## config.mk

```make
export PLATFORM = sky130hd
export DESIGN_NAME = uart_cmd_parser_flat
export DESIGN_NICKNAME = d
export VERILOG_FILES = /design/src/rtl/uart_cmd_parser_if.sv /design/src/rtl/uart_cmd_parser.sv /design/src/flat_wrapper.sv
export SDC_FILE = /design/constraint.sdc
export NUM_CORES = 1
export LEC_CHECK = 0
export CAP_MARGIN = 40
export CORE_ASPECT_RATIO = 1.2
export CORE_MARGIN = 2
export CORE_UTILIZATION = 55
export CTS_CLUSTER_DIAMETER = 40
export CTS_CLUSTER_SIZE = 10
export DETAILED_ROUTE_END_ITERATION = 8
export PLACE_DENSITY_LB_ADDON = 0.05
export SLEW_MARGIN = 20
export SYNTH_ARGS = -nofsm -noshare
export SYNTH_HDL_FRONTEND = slang
export SYNTH_SLANG_ARGS = --single-unit
```

## constraint.sdc

```tcl
create_clock -name clk -period 4.1 [get_ports clk]
set_input_delay 0.41 -clock clk [delete_from_list [all_inputs] [get_ports clk]]
set_output_delay 0.41 -clock clk [all_outputs]
set_load 0.02 [all_outputs]
```

## src/rtl/uart_cmd_parser_if.sv

```systemverilog
// Byte-strobe input side and decoded-command output side of the UART command parser.
interface uart_cmd_parser_if;
  logic       rxd_flag;
  logic [7:0] rxd_data;
  logic       cmd_valid;
  logic [7:0] cmd_code;
  logic [7:0] cmd_addr;
  logic [7:0] cmd_data;
  logic       sum_err;
  logic       timeout_err;
  logic [7:0] err_cnt;
  logic       busy;

  // Upstream receiver plus downstream consumers.
  modport master (
    output rxd_flag, rxd_data,
    input  cmd_valid, cmd_code, cmd_addr, cmd_data,
    input  sum_err, timeout_err, err_cnt, busy
  );

  // The parser itself.
  modport slave (
    input  rxd_flag, rxd_data,
    output cmd_valid, cmd_code, cmd_addr, cmd_data,
    output sum_err, timeout_err, err_cnt, busy
  );
endinterface

```

## src/rtl/uart_cmd_parser.sv

```systemverilog
// Assembles 6-byte UART command frames (55 AA cmd addr data sum), validates the
// checksum, and flags inter-byte timeouts with header resynchronisation.
module uart_cmd_parser #(
  parameter logic [7:0]  HEAD0       = 8'h55,
  parameter logic [7:0]  HEAD1       = 8'hAA,
  parameter int unsigned TIMEOUT_CYC = 500000,
  parameter int unsigned TO_W        = 20
) (
  input  logic               clk,
  input  logic               rst,
  uart_cmd_parser_if.slave   bus
);

  localparam int unsigned BYTE_W  = 8;
  localparam logic [TO_W-1:0] TO_LAST = TO_W'(TIMEOUT_CYC - 1);
  localparam logic [BYTE_W-1:0] ERR_MAX = '1;

  typedef enum logic [2:0] {
    S_H0,
    S_H1,
    S_CMD,
    S_ADDR,
    S_DATA,
    S_SUM
  } state_t;

  state_t            state_q, state_d;
  logic [TO_W-1:0]   to_cnt_q, to_cnt_d;
  logic [BYTE_W-1:0] cmd_sh_q, cmd_sh_d;
  logic [BYTE_W-1:0] addr_sh_q, addr_sh_d;
  logic [BYTE_W-1:0] data_sh_q, data_sh_d;
  logic [BYTE_W-1:0] cmd_code_q, cmd_code_d;
  logic [BYTE_W-1:0] cmd_addr_q, cmd_addr_d;
  logic [BYTE_W-1:0] cmd_data_q, cmd_data_d;
  logic [BYTE_W-1:0] err_cnt_q, err_cnt_d;
  logic              cmd_valid_q, cmd_valid_d;
  logic              sum_err_q, sum_err_d;
  logic              timeout_err_q, timeout_err_d;
  logic              busy_q, busy_d;
  logic [BYTE_W-1:0] sum_c;

  assign sum_c = cmd_sh_q + addr_sh_q + data_sh_q;

  // State and registered outputs.
  always_ff @(posedge clk or posedge rst) begin
    if (rst) begin
      state_q       <= S_H0;
      to_cnt_q      <= '0;
      cmd_sh_q      <= '0;
      addr_sh_q     <= '0;
      data_sh_q     <= '0;
      cmd_code_q    <= '0;
      cmd_addr_q    <= '0;
      cmd_data_q    <= '0;
      err_cnt_q     <= '0;
      cmd_valid_q   <= 1'b0;
      sum_err_q     <= 1'b0;
      timeout_err_q <= 1'b0;
      busy_q        <= 1'b0;
    end else begin
      state_q       <= state_d;
      to_cnt_q      <= to_cnt_d;
      cmd_sh_q      <= cmd_sh_d;
      addr_sh_q     <= addr_sh_d;
      data_sh_q     <= data_sh_d;
      cmd_code_q    <= cmd_code_d;
      cmd_addr_q    <= cmd_addr_d;
      cmd_data_q    <= cmd_data_d;
      err_cnt_q     <= err_cnt_d;
      cmd_valid_q   <= cmd_valid_d;
      sum_err_q     <= sum_err_d;
      timeout_err_q <= timeout_err_d;
      busy_q        <= busy_d;
    end
  end

  // Next-state, frame assembly and timeout supervision.
  always_comb begin
    state_d       = state_q;
    to_cnt_d      = to_cnt_q;
    cmd_sh_d      = cmd_sh_q;
    addr_sh_d     = addr_sh_q;
    data_sh_d     = data_sh_q;
    cmd_code_d    = cmd_code_q;
    cmd_addr_d    = cmd_addr_q;
    cmd_data_d    = cmd_data_q;
    err_cnt_d     = err_cnt_q;
    cmd_valid_d   = 1'b0;
    sum_err_d     = 1'b0;
    timeout_err_d = 1'b0;

    if (bus.rxd_flag) begin
      to_cnt_d = '0;
      unique case (state_q)
        S_H0: begin
          if (bus.rxd_data == HEAD0) state_d = S_H1;
        end
        S_H1: begin
          // A repeated HEAD0 may be the true start of a frame.
          if (bus.rxd_data == HEAD1)      state_d = S_CMD;
          else if (bus.rxd_data == HEAD0) state_d = S_H1;
          else                            state_d = S_H0;
        end
        S_CMD: begin
          cmd_sh_d = bus.rxd_data;
          state_d  = S_ADDR;
        end
        S_ADDR: begin
          addr_sh_d = bus.rxd_data;
          state_d   = S_DATA;
        end
        S_DATA: begin
          data_sh_d = bus.rxd_data;
          state_d   = S_SUM;
        end
        S_SUM: begin
          state_d = S_H0;
          if (bus.rxd_data == sum_c) begin
            cmd_code_d  = cmd_sh_q;
            cmd_addr_d  = addr_sh_q;
            cmd_data_d  = data_sh_q;
            cmd_valid_d = 1'b1;
          end else begin
            sum_err_d = 1'b1;
          end
        end
        default: state_d = S_H0;
      endcase
    end else if (state_q != S_H0) begin
      if (to_cnt_q == TO_LAST) begin
        state_d       = S_H0;
        timeout_err_d = 1'b1;
        to_cnt_d      = '0;
      end else begin
        to_cnt_d = to_cnt_q + TO_W'(1);
      end
    end else begin
      to_cnt_d = '0;
    end

    if ((sum_err_d || timeout_err_d) && (err_cnt_q != ERR_MAX)) begin
      err_cnt_d = err_cnt_q + BYTE_W'(1);
    end

    busy_d = (state_d != S_H0);
  end

  assign bus.cmd_valid   = cmd_valid_q;
  assign bus.cmd_code    = cmd_code_q;
  assign bus.cmd_addr    = cmd_addr_q;
  assign bus.cmd_data    = cmd_data_q;
  assign bus.sum_err     = sum_err_q;
  assign bus.timeout_err = timeout_err_q;
  assign bus.err_cnt     = err_cnt_q;
  assign bus.busy        = busy_q;

endmodule

```

## src/flat_wrapper.sv

```systemverilog
// flat-port wrapper written by rule: the top's interface ports become plain ports
module uart_cmd_parser_flat 
#(
  parameter logic [7:0]  HEAD0       = 8'h55,
  parameter logic [7:0]  HEAD1       = 8'hAA,
  parameter int unsigned TIMEOUT_CYC = 500000,
  parameter int unsigned TO_W        = 20
)
  (clk, rst, bus_rxd_flag, bus_rxd_data, bus_cmd_valid, bus_cmd_code, bus_cmd_addr, bus_cmd_data, bus_sum_err, bus_timeout_err, bus_err_cnt, bus_busy);
  uart_cmd_parser_if bus_i ();
  input  logic clk;
  input  logic rst;
  input wire logic [$bits(bus_i.rxd_flag)-1:0] bus_rxd_flag;
  input wire logic [$bits(bus_i.rxd_data)-1:0] bus_rxd_data;
  output wire logic [$bits(bus_i.cmd_valid)-1:0] bus_cmd_valid;
  output wire logic [$bits(bus_i.cmd_code)-1:0] bus_cmd_code;
  output wire logic [$bits(bus_i.cmd_addr)-1:0] bus_cmd_addr;
  output wire logic [$bits(bus_i.cmd_data)-1:0] bus_cmd_data;
  output wire logic [$bits(bus_i.sum_err)-1:0] bus_sum_err;
  output wire logic [$bits(bus_i.timeout_err)-1:0] bus_timeout_err;
  output wire logic [$bits(bus_i.err_cnt)-1:0] bus_err_cnt;
  output wire logic [$bits(bus_i.busy)-1:0] bus_busy;
  assign bus_i.rxd_flag = bus_rxd_flag;
  assign bus_i.rxd_data = bus_rxd_data;
  assign bus_cmd_valid = bus_i.cmd_valid;
  assign bus_cmd_code = bus_i.cmd_code;
  assign bus_cmd_addr = bus_i.cmd_addr;
  assign bus_cmd_data = bus_i.cmd_data;
  assign bus_sum_err = bus_i.sum_err;
  assign bus_timeout_err = bus_i.timeout_err;
  assign bus_err_cnt = bus_i.err_cnt;
  assign bus_busy = bus_i.busy;
  uart_cmd_parser #(.HEAD0(HEAD0), .HEAD1(HEAD1), .TIMEOUT_CYC(TIMEOUT_CYC), .TO_W(TO_W)) u_core (.clk(clk), .rst(rst), .bus(bus_i));
endmodule
```

# Yosys cells after proc, flatten, opt, wreduce, memory -nomap -nowiden
# Index checks and enable logic that the tools add are counted.
dict set report word_totals {
  ff_bits 83
  latch_bits 0
  ram_bits 0
  romBits 0
  in_bits 11
  word_cells 55
  n_memories 0
}
dict set report classes {
  add_sub_neg 4
  mul 0
  n_div 0
  order_cmp 0
  n_eq_ne 10
  n_shift 0
  n_mux 19
  bitwise_logic 0
  n_reduce_logical 9
}
# op count
set op_table {}
lappend op_table {{$mux W20} 3}
lappend op_table {{$add A20 B1 Y20 const B} 1}
lappend op_table {{$eq A20 B19 Y1 const B} 1}
lappend op_table {{$add A8 B8 Y8} 2}
lappend op_table {{$mux W3} 5}
lappend op_table {{$pmux W3 S5} 1}
lappend op_table {{$mux W1} 10}
lappend op_table {{$add A8 B1 Y8 const B} 1}
lappend op_table {{$eq A8 B7 Y1 const B} 1}
lappend op_table {{$eq A8 B8 Y1} 1}
lappend op_table {{$eq A8 B8 Y1 const B} 1}
lappend op_table {{$ne A8 B8 Y1 const B} 1}
lappend op_table {{$eq A3 B2 Y1 const B} 2}
lappend op_table {{$eq A3 B3 Y1 const B} 2}
lappend op_table {{$reduce_and A2 Y1} 3}
lappend op_table {{$reduce_bool A3 Y1} 2}
lappend op_table {{$eq A3 B1 Y1 const B} 1}
lappend op_table {{$logic_not A3 Y1} 1}
lappend op_table {{$reduce_and A3 Y1} 1}
lappend op_table {{$logic_and A1 B1 Y1} 1}
lappend op_table {{$logic_or A1 B1 Y1} 1}

# Logic depth before layout (Yosys ltp)
dict set report depth {
  word_depth 8
  depth_mapped 14
}

# Worst setup path after synthesis
# No wires, ideal clock.
dict set report synth_path {
  path_kind {register to register}
  from {register u_core.data_sh_q[1]}
  to {register u_core.cmd_addr_q[0], in the netlist u_core.bus.cmd_addr[0]}
  setup_time_ps 125
  t_arrival_ps 3069
  required_ps 3975
  path_slack_ps 906
  stages_incl_launch_ff 13
  n_path_buf 2
  period_less_slack_ps 3194
  cell_sequence {dfrtp_1 > fa_1 > ha_1 > fa_1 > xnor2_1 > xnor2_1 > nor4_1 > nand3_1 > nor3_1 > and2_1 > buf_4 > buf_8 > mux2_4}
}
dict set report synth_between {
  elab_chain_cells 3
}
# item line
set synth_lines {}
lappend synth_lines {{start: declaration} uart_cmd_parser.sv:31} ;# logic [BYTE_W-1:0] data_sh_q, data_sh_d;
lappend synth_lines {{start signal: assignment} uart_cmd_parser.sv:65} ;# data_sh_q <= data_sh_d;
lappend synth_lines {{$add A8 B8 Y8} uart_cmd_parser.sv:42} ;# assign sum_c = cmd_sh_q + addr_sh_q + data_sh_q;
lappend synth_lines {{$eq A8 B8 Y1} uart_cmd_parser.sv:118} ;# if (bus.rxd_data == sum_c) begin
lappend synth_lines {{$reduce_and A3 Y1 (no line)} --}
lappend synth_lines {{end signal: assignment} uart_cmd_parser.sv:67} ;# cmd_addr_q <= cmd_addr_d;
lappend synth_lines {{end: declaration} uart_cmd_parser.sv:33} ;# logic [BYTE_W-1:0] cmd_addr_q, cmd_addr_d;
# No other way between the ends.
# A chain may end at the register's enable or synchronous reset.

# Worst setup path after layout
dict set report layout_path {
  from {register u_core.data_sh_q[1]}
  to {register u_core.cmd_data_q[3], in the netlist u_core.bus.cmd_data[3]}
}
dict set report layout_between {
  elab_chain_cells 3
}
# item line
set layout_lines {}
lappend layout_lines {{$add A8 B8 Y8} uart_cmd_parser.sv:42}
lappend layout_lines {{$eq A8 B8 Y1} uart_cmd_parser.sv:118}
lappend layout_lines {{$reduce_and A3 Y1 (no line)} --}
lappend layout_lines {{end signal: assignment} uart_cmd_parser.sv:68} ;# cmd_data_q <= cmd_data_d;
lappend layout_lines {{end: declaration} uart_cmd_parser.sv:34} ;# logic [BYTE_W-1:0] cmd_data_q, cmd_data_d;
# No other way between the ends.

==> run summary <==
CTS sink cnt: 83
Clock Pin Slew Worst Setup and Hold Paths: 90 ps
CTS tree: done
Syn-to-layout area delta: 19.18%
CP cell instances: fa_1 > ha_1 > fa_1 > xnor2_1 > xnor2_1 > nor4_1 > nand3_1 > nor3_1 > and2_1 > buf_4 > mux2_2
Htree depth: 3
Port Buf Inserts: 46
Initial antenna violation count: 0
Max-Cap Viols: 0
First-pass GRT wire length: 13,010 um
Worst r2r src: u_core.data_sh_q[1]
Max-slew violations: 0
Final Setup Violations: 0
Final hold violations: 0
Worst Path Class, Setup: register to register
Iter 0 DRT Violations: 99
Via-to-Cell Ratio: 5.391
DR pass1 iterations: 4
Post-route setup slack: 609.2 ps
EDFF count, synth: 0
Startpoint Class: register
# DRC: 0
CP endpoint kind: register
Slew at the pin closest to its max-slew limit: 746.6 ps
Post-CTS Setup Bufs: 0
Peak VDD IR: 226.3 uV
Max-Slew Margin vs Limit: 50.23%
Syn nets: 353
Die height: 98.25 um
Period utilization: 85.14%
Fill count: 560
Top post-synthesis cells by count: 83 x dfrtp_1, 33 x nor2_1, 27 x mux2_2
Pwr Density: 329.7 mW/mm^2
Starting Density: 56.30%
Clk root buf: clkbuf_8
Tmin final: 3491 ps
Post-synth ARST share: 100.0%
Synth area leader: dfrtp_1
#FFs+latches synth: 83
Worst Path Buf+Inv: 1
Routed via count: 2,566
Leakage power: 0.002243 uW
Cell variety after synth: 43
Grt total ovfl: 0
Num CTS Buffers: 9
Flip-flop and latch area: 0.002077 sq mm
Most frequent cell after synthesis: dfrtp_1
Placer congestion estimate: 0.7524
Hold Path Class: primary input to asynchronous set/reset pin
Dpl ws: 602.4 ps
Ratio of cells with drive above 1 in the final layout: 19.69%
Cts repair resizes: 0
Fmax: 286.5 MHz
Die width: 82.54 um
Delay-heaviest family, CP: adder cells
Top-area cell type share of the netlist area: 51.01%
# rows: 34
Levels on crit path: 11
Setup Skew: 8.688 ps
Worst-Skew Late Latency: 350 ps
Syn_area_per_cell: 12.49 sq um
Top_reg_cell synth: dfrtp_1
Max clock buf depth: 2
R2r setup slk: 610 ps
Vias in the first global route: 2,723
Area contributors post-synth: dfrtp_1 51%, mux2_2 7.5%, mux2_4 7.0%, xor2_1 4.7%, fa_1 3.9%
Detailed Place HPWL: 5380 um
CP Data Required Time: 4330 ps
Synth Cell Area: 0.004071 sq mm
DRT Wirelength: 7502 um
Multi-input logic area: 0.001897 sq mm
Outcome: completed
Crit path max fanout: 16
Crit-path slowest cell: fa_1
Antenna Nets Post-Route: 0
# nets final: 408
Hold Buf Count CTS: 0
Tot GR Track Use: 21.11%
Warning count from the yosys run: 0
Post-Synthesis Cells: 326
IO Count: 47
Critical path arrival: 3720 ps
Slowest stage delay, CP: 500 ps
Reg2reg path depth: 11
RSZ-0062 raised after global routing: no
Routed length per placed instance: 15.76 um
Core area: 0.007232 sq mm
Seq/Total Area, Yosys: 51.01%
Sum Neg Setup Slack: 0 ps
Antenna Cells: 0
Die area: 0.008110 sq mm
Crit. Startpoint: u_core.data_sh_q[1]
Pin count of the biggest net entering global routing: 33
stage by stage:
| stage | instances | util, % | total power [uW] | hold WS [ps] | cell area, sq um |
|---|---|---|---|---|---|
| final | 476 | 67.09 | 1600 | 402.8 | 4852 |
| after global routing | 476 | 67.09 | 1671 | 437.6 | 4852 |
| after CTS | 476 | 67.09 | 1616 | 418.5 | 4852 |
| after detailed placement | 460 | 64.08 | 976.2 | 488.2 | 4634 |
| after global placement | 458 | 63.88 | 973.9 | 478.7 | 4619 |
| after floorplan | 326 | - | 937.5 | 447.4 | 4071 |
final cells by class:
| type | instances | area share [%] |
|---|---|---|
| Sequential cell | 83 | 42.81 |
| Clock buffer | 10 | 2.630 |
| Tap cell | 90 | 2.321 |
| Inverter | 11 | 0.8767 |
| Multi-Input combinational cell | 224 | 39.09 |
| Clock inverter | 6 | 1.857 |
| Timing Repair Buffer | 52 | 10.42 |
flip-flops by register name (all words and copies together), names as in the netlist:
name and cells:
u_core.bus.err_cnt 8, u_core.state_q 3, u_core.bus.busy 1, u_core.bus.cmd_addr 8, u_core.bus.cmd_valid 1, u_core.cmd_sh_q 8, u_core.addr_sh_q 8, u_core.data_sh_q 8
u_core.bus.cmd_data 8, u_core.bus.timeout_err 1, u_core.bus.cmd_code 8, u_core.bus.sum_err 1, u_core.to_cnt_q 20
cell families after synthesis:
logic type,after synthesis,share of synthesized area [%]
mux,47,14.75
buf+inv,19,2.397
flops,83,51.01
compound gates,27,4.794
xor+xnor,40,8.789
simple gates,94,11.86
fa+ha+maj,16,6.392
worst paths after layout:
path / end
worst min-delay path: u_core.bus.err_cnt[6]
worst max register to register: u_core.bus.cmd_data[3]
max in group asynchronous: u_core.data_sh_q[3]
worst max-delay path: u_core.bus.cmd_data[3]
min in group clk: u_core.to_cnt_q[0]
worst min register to register: u_core.to_cnt_q[0]
layer usage:
| layer | wire, um | up-vias | track usage (%) |
|---|---|---|---|
| met5 | 0 | - | 0 |
| met4 | 159 | 0 | 9.458 |
| met3 | 168 | 13 | 3.235 |
| met2 | 3716 | 35 | 32.75 |
| met1 | 3457 | 1277 | 29.17 |
| li1 | - | 1241 | - |
report_power, final:
group | switching [uW] | total [uW] | internal [uW]
logic | 63.5 | 116 | 52.1
clock network | 297 | 641 | 344
registers | 12.5 | 843 | 830
total | 373 | 1600 | 1230
layout by cell type, fill, tap and decap left out, types with 2 or more instances in the layout:
cell type        synthesis  routed
dfrtp_1                 83      83
clkdlybuf4s50_1          0      46
nor2_1                  33      33
mux2_2                  27      27
xor2_1                  22      22
nand2_1                 19      19
mux2_4                  19      19
xnor2_1                 17      17
nand3_1                 10      10
inv_1                   11      10
clkbuf_8                 0       9
o21ai_0                  8       8
fa_1                     8       8
ha_1                     8       8
a21oi_1                  6       6
buf_4                    1       6
nand4_1                  5       5
nor4_1                   4       4
a211oi_1                 4       4
nor3_1                   4       4
and3_1                   3       3
a2111oi_1                2       2
nor3b_2                  2       2
or4bb_1                  2       2
nand2b_1                 2       2
or3_1                    2       2
clkinv_2                 0       2
clkinv_4                 0       2
bufinv_16                0       2
(Power assumes the default switching activity.)
